### config.mk
export PLATFORM = sky130hd
export DESIGN_NAME = crt_timing_controller_flat
export DESIGN_NICKNAME = d
export VERILOG_FILES = /design/src/rtl/crt_timing_pkg.sv /design/src/rtl/crt_timing_if.sv /design/src/rtl/crt_axis_counter.sv /design/src/rtl/crt_timing_controller.sv /design/src/flat_wrapper.sv
export SDC_FILE = /design/constraint.sdc
export NUM_CORES = 1
export LEC_CHECK = 0
export CELL_PAD_IN_SITES_DETAIL_PLACEMENT = 0
export CELL_PAD_IN_SITES_GLOBAL_PLACEMENT = 1
export CORE_MARGIN = 2
export CORE_UTILIZATION = 30
export CTS_CLUSTER_DIAMETER = 50
export DETAILED_ROUTE_END_ITERATION = 6
export DONT_BUFFER_PORTS = 1
export HOLD_SLACK_MARGIN = 0.1
export PLACE_DENSITY_LB_ADDON = 0.1
export SETUP_SLACK_MARGIN = 0.3
export SLEW_MARGIN = 20
export SYNTH_ARGS = -nofsm -noshare
export SYNTH_HDL_FRONTEND = slang
export SYNTH_SLANG_ARGS = --single-unit
### constraint.sdc
create_clock -name CLK -period 2.6 [get_ports CLK]
set_input_delay 0.52 -clock CLK [delete_from_list [all_inputs] [get_ports CLK]]
set_output_delay 0.52 -clock CLK [all_outputs]
set_load 0.005 [all_outputs]
### src/rtl/crt_timing_pkg.sv
// rtl/crt_timing_pkg.sv - shared raster timing constants, state encoding and helpers
package crt_timing_pkg;

  // 640x480@60 default raster
  localparam int DEF_H_ACTIVE = 640;
  localparam int DEF_H_FRONT  = 16;
  localparam int DEF_H_SYNC   = 96;
  localparam int DEF_H_BACK   = 48;
  localparam int DEF_V_ACTIVE = 480;
  localparam int DEF_V_FRONT  = 10;
  localparam int DEF_V_SYNC   = 2;
  localparam int DEF_V_BACK   = 33;
  localparam logic DEF_SYNC_ACTIVE = 1'b0;

  // Counter width; both axis totals must fit in it
  localparam int CNT_W = 10;

  typedef enum logic [1:0] {
    ST_IDLE  = 2'd0,
    ST_RUN   = 2'd1,
    ST_DRAIN = 2'd2
  } state_t;

  // Total count of one axis (active + porches + sync)
  function automatic int axis_total(input int active, input int front,
                                    input int sync, input int back);
    return active + front + sync + back;
  endfunction

endpackage

### src/rtl/crt_timing_if.sv
// rtl/crt_timing_if.sv - raster control and timing output bundle
interface crt_timing_if;
  logic       PixelTick;
  logic       Enable;
  logic       HSync;
  logic       VSync;
  logic       VideoOn;
  logic [9:0] PixelX;
  logic [9:0] PixelY;
  logic       LineStart;
  logic       FrameStart;
  logic       Busy;

  // Timing controller side: consumes tick/enable, produces the raster
  modport master (
    input  PixelTick, Enable,
    output HSync, VSync, VideoOn, PixelX, PixelY, LineStart, FrameStart, Busy
  );

  // Clock generator / renderer side
  modport slave (
    output PixelTick, Enable,
    input  HSync, VSync, VideoOn, PixelX, PixelY, LineStart, FrameStart, Busy
  );
endinterface

### src/rtl/crt_axis_counter.sv
// rtl/crt_axis_counter.sv - one raster axis: counter, wrap detect, sync/active window decode
module crt_axis_counter
  import crt_timing_pkg::*;
#(
  parameter int ACTIVE = DEF_H_ACTIVE,
  parameter int FRONT  = DEF_H_FRONT,
  parameter int SYNC   = DEF_H_SYNC,
  parameter int BACK   = DEF_H_BACK
) (
  input  logic             clk,
  input  logic             reset,
  input  logic             step,
  input  logic             clear,
  output logic [CNT_W-1:0] count,
  output logic             at_last,
  output logic             in_sync,
  output logic             in_active
);

  localparam int TOTAL = axis_total(ACTIVE, FRONT, SYNC, BACK);
  localparam logic [CNT_W-1:0] LAST    = CNT_W'(TOTAL - 1);
  localparam logic [CNT_W-1:0] SYNC_LO = CNT_W'(ACTIVE + FRONT);
  localparam logic [CNT_W-1:0] SYNC_HI = CNT_W'(ACTIVE + FRONT + SYNC);
  localparam logic [CNT_W-1:0] ACT_END = CNT_W'(ACTIVE);

  logic [CNT_W-1:0] count_next;

  assign at_last = (count == LAST);

  // Next count: clear holds at zero, step advances and wraps only at TOTAL-1
  always_comb begin
    count_next = count;
    if (clear) begin
      count_next = '0;
    end else if (step) begin
      count_next = at_last ? '0 : count + CNT_W'(1);
    end
  end

  // Window flags are decoded from the next count so they line up with count
  always_ff @(posedge clk) begin
    if (reset) begin
      count     <= '0;
      in_sync   <= 1'b0;
      in_active <= 1'b1;
    end else begin
      count     <= count_next;
      in_sync   <= (count_next >= SYNC_LO) && (count_next < SYNC_HI);
      in_active <= (count_next < ACT_END);
    end
  end

endmodule

### src/rtl/crt_timing_controller.sv
// rtl/crt_timing_controller.sv - CRT raster sequencer with whole-frame start/stop
module crt_timing_controller
  import crt_timing_pkg::*;
#(
  parameter int   H_ACTIVE    = DEF_H_ACTIVE,
  parameter int   H_FRONT     = DEF_H_FRONT,
  parameter int   H_SYNC      = DEF_H_SYNC,
  parameter int   H_BACK      = DEF_H_BACK,
  parameter int   V_ACTIVE    = DEF_V_ACTIVE,
  parameter int   V_FRONT     = DEF_V_FRONT,
  parameter int   V_SYNC      = DEF_V_SYNC,
  parameter int   V_BACK      = DEF_V_BACK,
  parameter logic SYNC_ACTIVE = DEF_SYNC_ACTIVE
) (
  input  logic         CLK,
  input  logic         RESET,
  crt_timing_if.master bus
);

  state_t state, state_next;
  logic   h_step, v_step, clear;
  logic   h_last, v_last, frame_last;
  logic   h_sync_win, v_sync_win, h_act_win, v_act_win;
  logic   line_pulse, frame_pulse;
  logic   line_start_q, frame_start_q;
  logic [CNT_W-1:0] h_count, v_count;

  // Counters are pinned at zero while idle and only move on pixel ticks
  assign clear      = (state == ST_IDLE);
  assign h_step     = bus.PixelTick && (state != ST_IDLE);
  assign v_step     = h_step && h_last;
  assign frame_last = h_last && v_last;

  crt_axis_counter #(
    .ACTIVE(H_ACTIVE), .FRONT(H_FRONT), .SYNC(H_SYNC), .BACK(H_BACK)
  ) u_h_axis (
    .clk(CLK), .reset(RESET), .step(h_step), .clear(clear),
    .count(h_count), .at_last(h_last), .in_sync(h_sync_win), .in_active(h_act_win)
  );

  crt_axis_counter #(
    .ACTIVE(V_ACTIVE), .FRONT(V_FRONT), .SYNC(V_SYNC), .BACK(V_BACK)
  ) u_v_axis (
    .clk(CLK), .reset(RESET), .step(v_step), .clear(clear),
    .count(v_count), .at_last(v_last), .in_sync(v_sync_win), .in_active(v_act_win)
  );

  // Next state and strobe decode; Enable only matters at frame boundaries
  always_comb begin
    state_next  = state;
    line_pulse  = 1'b0;
    frame_pulse = 1'b0;
    if (bus.PixelTick) begin
      case (state)
        ST_IDLE: begin
          if (bus.Enable) begin
            state_next  = ST_RUN;
            line_pulse  = 1'b1;
            frame_pulse = 1'b1;
          end
        end
        ST_RUN, ST_DRAIN: begin
          if (frame_last) begin
            // A stop pending (DRAIN) or requested on this very tick ends here
            if (bus.Enable) begin
              state_next  = ST_RUN;
              line_pulse  = 1'b1;
              frame_pulse = 1'b1;
            end else begin
              state_next = ST_IDLE;
            end
          end else begin
            line_pulse = h_last;
            if ((state == ST_RUN) && !bus.Enable) begin
              state_next = ST_DRAIN;
            end
          end
        end
        default: state_next = ST_IDLE;
      endcase
    end
  end

  // State register and one-CLK strobes
  always_ff @(posedge CLK) begin
    if (RESET) begin
      state         <= ST_IDLE;
      line_start_q  <= 1'b0;
      frame_start_q <= 1'b0;
    end else begin
      state         <= state_next;
      line_start_q  <= line_pulse;
      frame_start_q <= frame_pulse;
    end
  end

  assign bus.PixelX     = h_count;
  assign bus.PixelY     = v_count;
  assign bus.Busy       = (state != ST_IDLE);
  assign bus.HSync      = h_sync_win ? SYNC_ACTIVE : ~SYNC_ACTIVE;
  assign bus.VSync      = v_sync_win ? SYNC_ACTIVE : ~SYNC_ACTIVE;
  assign bus.VideoOn    = h_act_win && v_act_win && (state != ST_IDLE);
  assign bus.LineStart  = line_start_q;
  assign bus.FrameStart = frame_start_q;

endmodule

### src/flat_wrapper.sv
// flat-port wrapper written by rule: the top's interface ports become plain ports
module crt_timing_controller_flat import crt_timing_pkg::*;
#(
  parameter int   H_ACTIVE    = DEF_H_ACTIVE,
  parameter int   H_FRONT     = DEF_H_FRONT,
  parameter int   H_SYNC      = DEF_H_SYNC,
  parameter int   H_BACK      = DEF_H_BACK,
  parameter int   V_ACTIVE    = DEF_V_ACTIVE,
  parameter int   V_FRONT     = DEF_V_FRONT,
  parameter int   V_SYNC      = DEF_V_SYNC,
  parameter int   V_BACK      = DEF_V_BACK,
  parameter logic SYNC_ACTIVE = DEF_SYNC_ACTIVE
)
  (CLK, RESET, bus_PixelTick, bus_Enable, bus_HSync, bus_VSync, bus_VideoOn, bus_PixelX, bus_PixelY, bus_LineStart, bus_FrameStart, bus_Busy);
  crt_timing_if bus_i ();
  input  logic CLK;
  input  logic RESET;
  input wire logic [$bits(bus_i.PixelTick)-1:0] bus_PixelTick;
  input wire logic [$bits(bus_i.Enable)-1:0] bus_Enable;
  output wire logic [$bits(bus_i.HSync)-1:0] bus_HSync;
  output wire logic [$bits(bus_i.VSync)-1:0] bus_VSync;
  output wire logic [$bits(bus_i.VideoOn)-1:0] bus_VideoOn;
  output wire logic [$bits(bus_i.PixelX)-1:0] bus_PixelX;
  output wire logic [$bits(bus_i.PixelY)-1:0] bus_PixelY;
  output wire logic [$bits(bus_i.LineStart)-1:0] bus_LineStart;
  output wire logic [$bits(bus_i.FrameStart)-1:0] bus_FrameStart;
  output wire logic [$bits(bus_i.Busy)-1:0] bus_Busy;
  assign bus_i.PixelTick = bus_PixelTick;
  assign bus_i.Enable = bus_Enable;
  assign bus_HSync = bus_i.HSync;
  assign bus_VSync = bus_i.VSync;
  assign bus_VideoOn = bus_i.VideoOn;
  assign bus_PixelX = bus_i.PixelX;
  assign bus_PixelY = bus_i.PixelY;
  assign bus_LineStart = bus_i.LineStart;
  assign bus_FrameStart = bus_i.FrameStart;
  assign bus_Busy = bus_i.Busy;
  crt_timing_controller #(.H_ACTIVE(H_ACTIVE), .H_FRONT(H_FRONT), .H_SYNC(H_SYNC), .H_BACK(H_BACK), .V_ACTIVE(V_ACTIVE), .V_FRONT(V_FRONT), .V_SYNC(V_SYNC), .V_BACK(V_BACK), .SYNC_ACTIVE(SYNC_ACTIVE)) u_core (.CLK(CLK), .RESET(RESET), .bus(bus_i));
endmodule
==> summary.md <==
| Metric | Value |
|---|---|
| Dpl cells | 280 |
| Setup ws final | 0.414 ns |
| Final WL | 4610 um |
| Final hold vios | 0 |
| Top sig layer | met4 |
| Period utilization | 84.1% |
| Vias in the first global route | 1563 |
| Die ar. | ~6200 um2 |
| H-tree Lvls | 1 |
| Crit path kind | register to register |
| PwrDens | 434 nW/um2 |
| Register area share after synthesis | 33.5% |
| WL met2 | 2360 um |
| Critical Path Start Type | register |
| Mapped cell area | around 1700 um2 |
| Post-layout utilization of the core | approximately a third |
| Status | completed |
| Initial DRC count | 57 |
| Crit end category | register |
| Max Fclk | 0.458 GHz |
| Syn_nets | approximately 220 |
| CTS tree | built |
| Core Area | 5440 um2 |
| WHS | about 0.3 ns |
| M1 WL | 1960 um |
| TritonRoute pass-1 iters | 4 |
| Critical path arrival | between 2 and 2.5 ns |
| Async SR Flop Fraction | 0% |
| Synth Register Bits | 28 |
| Post-route insts no fill | 287 |
| CP max FO | 6 |
| Maxcap violations | 0 |
| Die Ht | 78.7 um |
| Final min period | around 2.2 ns |
| Hold Path Class | primary input to register |
| Die X | 78.7 um |
| Clock Latency Late Sink | 0.28 ns |
| Synthesized instance count | 207 |
| Layout cells sized above 1 | 11.6% |
| EDFF count, synth | 0 |
| Warnings from Yosys | 0 |
| Core Rows | 27 |
| Most common cell in the synthesized netlist | dfxtp_1 |
| Post-synth top area share | 33.5% |
| # port buffers | 0 |
| Clock sink count | 28 |
| Reg-to-reg endpoint | u_core.u_v_axis.in_active |
| # setup viols final | 0 |
| Setup TNS | 0 ns |
| R2R Setup Slk | 0.41 ns |
| Wire length per cell | between 15 and 20 um |
| Area Overhead vs Synth | 11.7% |
| Reg2reg path depth | 7 |
| Global placer's final weighted congestion | 0.856 |
| Post-synth top area cell | dfxtp_1 |
| Routed wl met3 | 274 um |
| Final Max Slew Viols | 0 |
| Reg2reg start | u_core.u_h_axis.count[0] |
| Main synth FF type | dfxtp_1 |
| Initial antenna violation count | 0 |
| Hold path endpoint | u_core.u_v_axis.count[2] |
| Pin count of the biggest net entering global routing | 16 |
| Number of I/O pins | 30 |
| GRT Util Overall | 15.4% |
| Number of buffers created by CTS | 3 |
| Synth area leaders | dfxtp_1 33%, ha_1 5.2%, nor2_1 5.2%, a21oi_1 5.1%, nand2_1 3.6% |
| Reg clk slew, reported paths | ~0.1 ns |
| Worst hold path depth | 1 |
| CTS root buffer | clkbuf_8 |
| N_diodes | 0 |
| # DRC | 0 |
| Worst slew pin tran | 0.562 ns |
| Critical path required time | 2.80 ns |
| HP Start | RESET |
| Initial Util | 30.8% |
| Max clock buf depth | 2 |
| Synth top cells by count | 28 x dfxtp_1, 23 x nor2_1, 17 x a21oi_1, 16 x nand2_1, 10 x inv_1 |
| First-pass GRT wire length | 7570 um |
| Slew headroom | 62.0% |
| GRT overflow | 0 |
| Maximum vdd ir drop | 192 uV |
| Distinct cells, synth | 49 |
| Leak | 0.644 nW |
| Pre-CTS WS | slightly below 0.3 ns |
| Post-route ant nets | 0 |
| Syn_area_per_cell | slightly above 8 um2 |
| Nets | 227 |
| Vias post-DR | 1549 |
| Vias/cell | 5.40 |
| Worst clock skew | roughly 0.005 ns |
| Hpwl dp | 3400 um |
| Unrepaired setup endpoints after global routing | true |
worst max-delay path by stage:
stage	from	end	cells after the start
CTS	u_core.u_h_axis.count[0]	u_core.u_v_axis.in_active	7
global placement	u_core.u_h_axis.count[7]	u_core.u_v_axis.in_active	6
detailed placement	u_core.u_h_axis.count[7]	u_core.u_v_axis.in_active	6
finish	u_core.u_h_axis.count[0]	u_core.u_v_axis.in_active	7
floorplan	u_core.state[0]	u_core.u_v_axis.in_active	9
global route	u_core.u_v_axis.count[0]	u_core.u_v_axis.in_sync	7
logic make-up (layout without fill, tap and decap cells):
family / count (synthesis) / count (layout) / share of synthesized area [%]
compound gates: 43 / 43 / 16.2
xor+xnor: 11 / 11 / 5.75
flops: 28 / 28 / 33.5
fa+ha+maj: 7 / 7 / 5.23
simple gates: 96 / 96 / 32.3
mux: 3 / 3 / 1.87
buf+inv: 19 / 27 / 5.15
state kept, by name, summed over array words and instances (netlist names):
name	cells
u_core.state	2
u_core.u_v_axis.in_sync	1
u_core.u_v_axis.count	10
u_core.u_h_axis.count	10
u_core.u_h_axis.in_sync	1
u_core.u_v_axis.in_active	1
u_core.bus.LineStart	1
u_core.bus.FrameStart	1
u_core.u_h_axis.in_active	1
power by group:
group / internal (mW) / switching [mW] / leakage [nW]
clock network: 0.136 / 0.142 / 0.0288
logic: 0.0383 / 0.0556 / 0.390
registers: 0.435 / 0.00561 / 0.226
final cells by class:
class | instances | area (um2)
sequential | 28 | 561
timing repair buffer | 13 | 97.6
clock buffer | 4 | 55.1
multi-input combinational | 160 | 1030
inverter | 10 | 37.5
fill | 583 | 3570
tap | 72 | 90.1
through the flow:
step,power [mW],area [um2]
2_1_floorplan,0.515,1680
3_3_place_gp,0.544,1790
3_5_place_dp,0.544,1790
4_1_cts,0.822,1850
5_1_grt,0.861,1870
6_report,0.812,1870
layer usage:
layer  track usage [%]  vias to the layer above
li1                  -                      755
met4              4.74                        0
met3              3.07                        2
met2              28.1                       41
met5                 0                        -
met1              18.0                      751
worst max-delay path, stage by stage, from the launching register on:
cell and delay, ns:
dfxtp_1 0.41, ha_1 0.21, and4_1 0.28, and4_4 0.28, nand2_4 0.07, or4_4 0.52
and3_1 0.17, a31oi_1 0.17
repair_timing:
| item | 4_1_cts | 5_1_grt |
|---|---|---|
| setup endpoints to repair | 1 | 2 |
| pin swaps | 1 | 2 |
| endpoints found under the hold margin | 0 | 0 |
| hold buffers | 0 | 0 |
| gates resized for setup | 0 | 1 |
| buffers inserted | 1 | 2 |
placed cells by master, fill, tap and decap left out, drive strengths merged, types with 3 or more instances in the layout:
| cell | netlist | layout |
|---|---|---|
| and4 | 5 | 5 |
| dfxtp | 28 | 28 |
| o22ai | 4 | 4 |
| nor4 | 4 | 4 |
| a21oi | 17 | 17 |
| nand2 | 17 | 17 |
| nor2 | 23 | 23 |
| o21ai | 7 | 7 |
| a31oi | 3 | 3 |
| xnor2 | 6 | 6 |
| ha | 7 | 7 |
| and3 | 6 | 6 |
| clkbuf | 3 | 4 |
| nor2b | 5 | 5 |
| nand2b | 5 | 5 |
| nor3 | 6 | 6 |
| nand3 | 8 | 8 |
| xor2 | 5 | 5 |
| buf | 6 | 13 |
| nand4 | 7 | 7 |
| inv | 10 | 10 |
No activity file was read; power rests on OpenSTA's default activity.
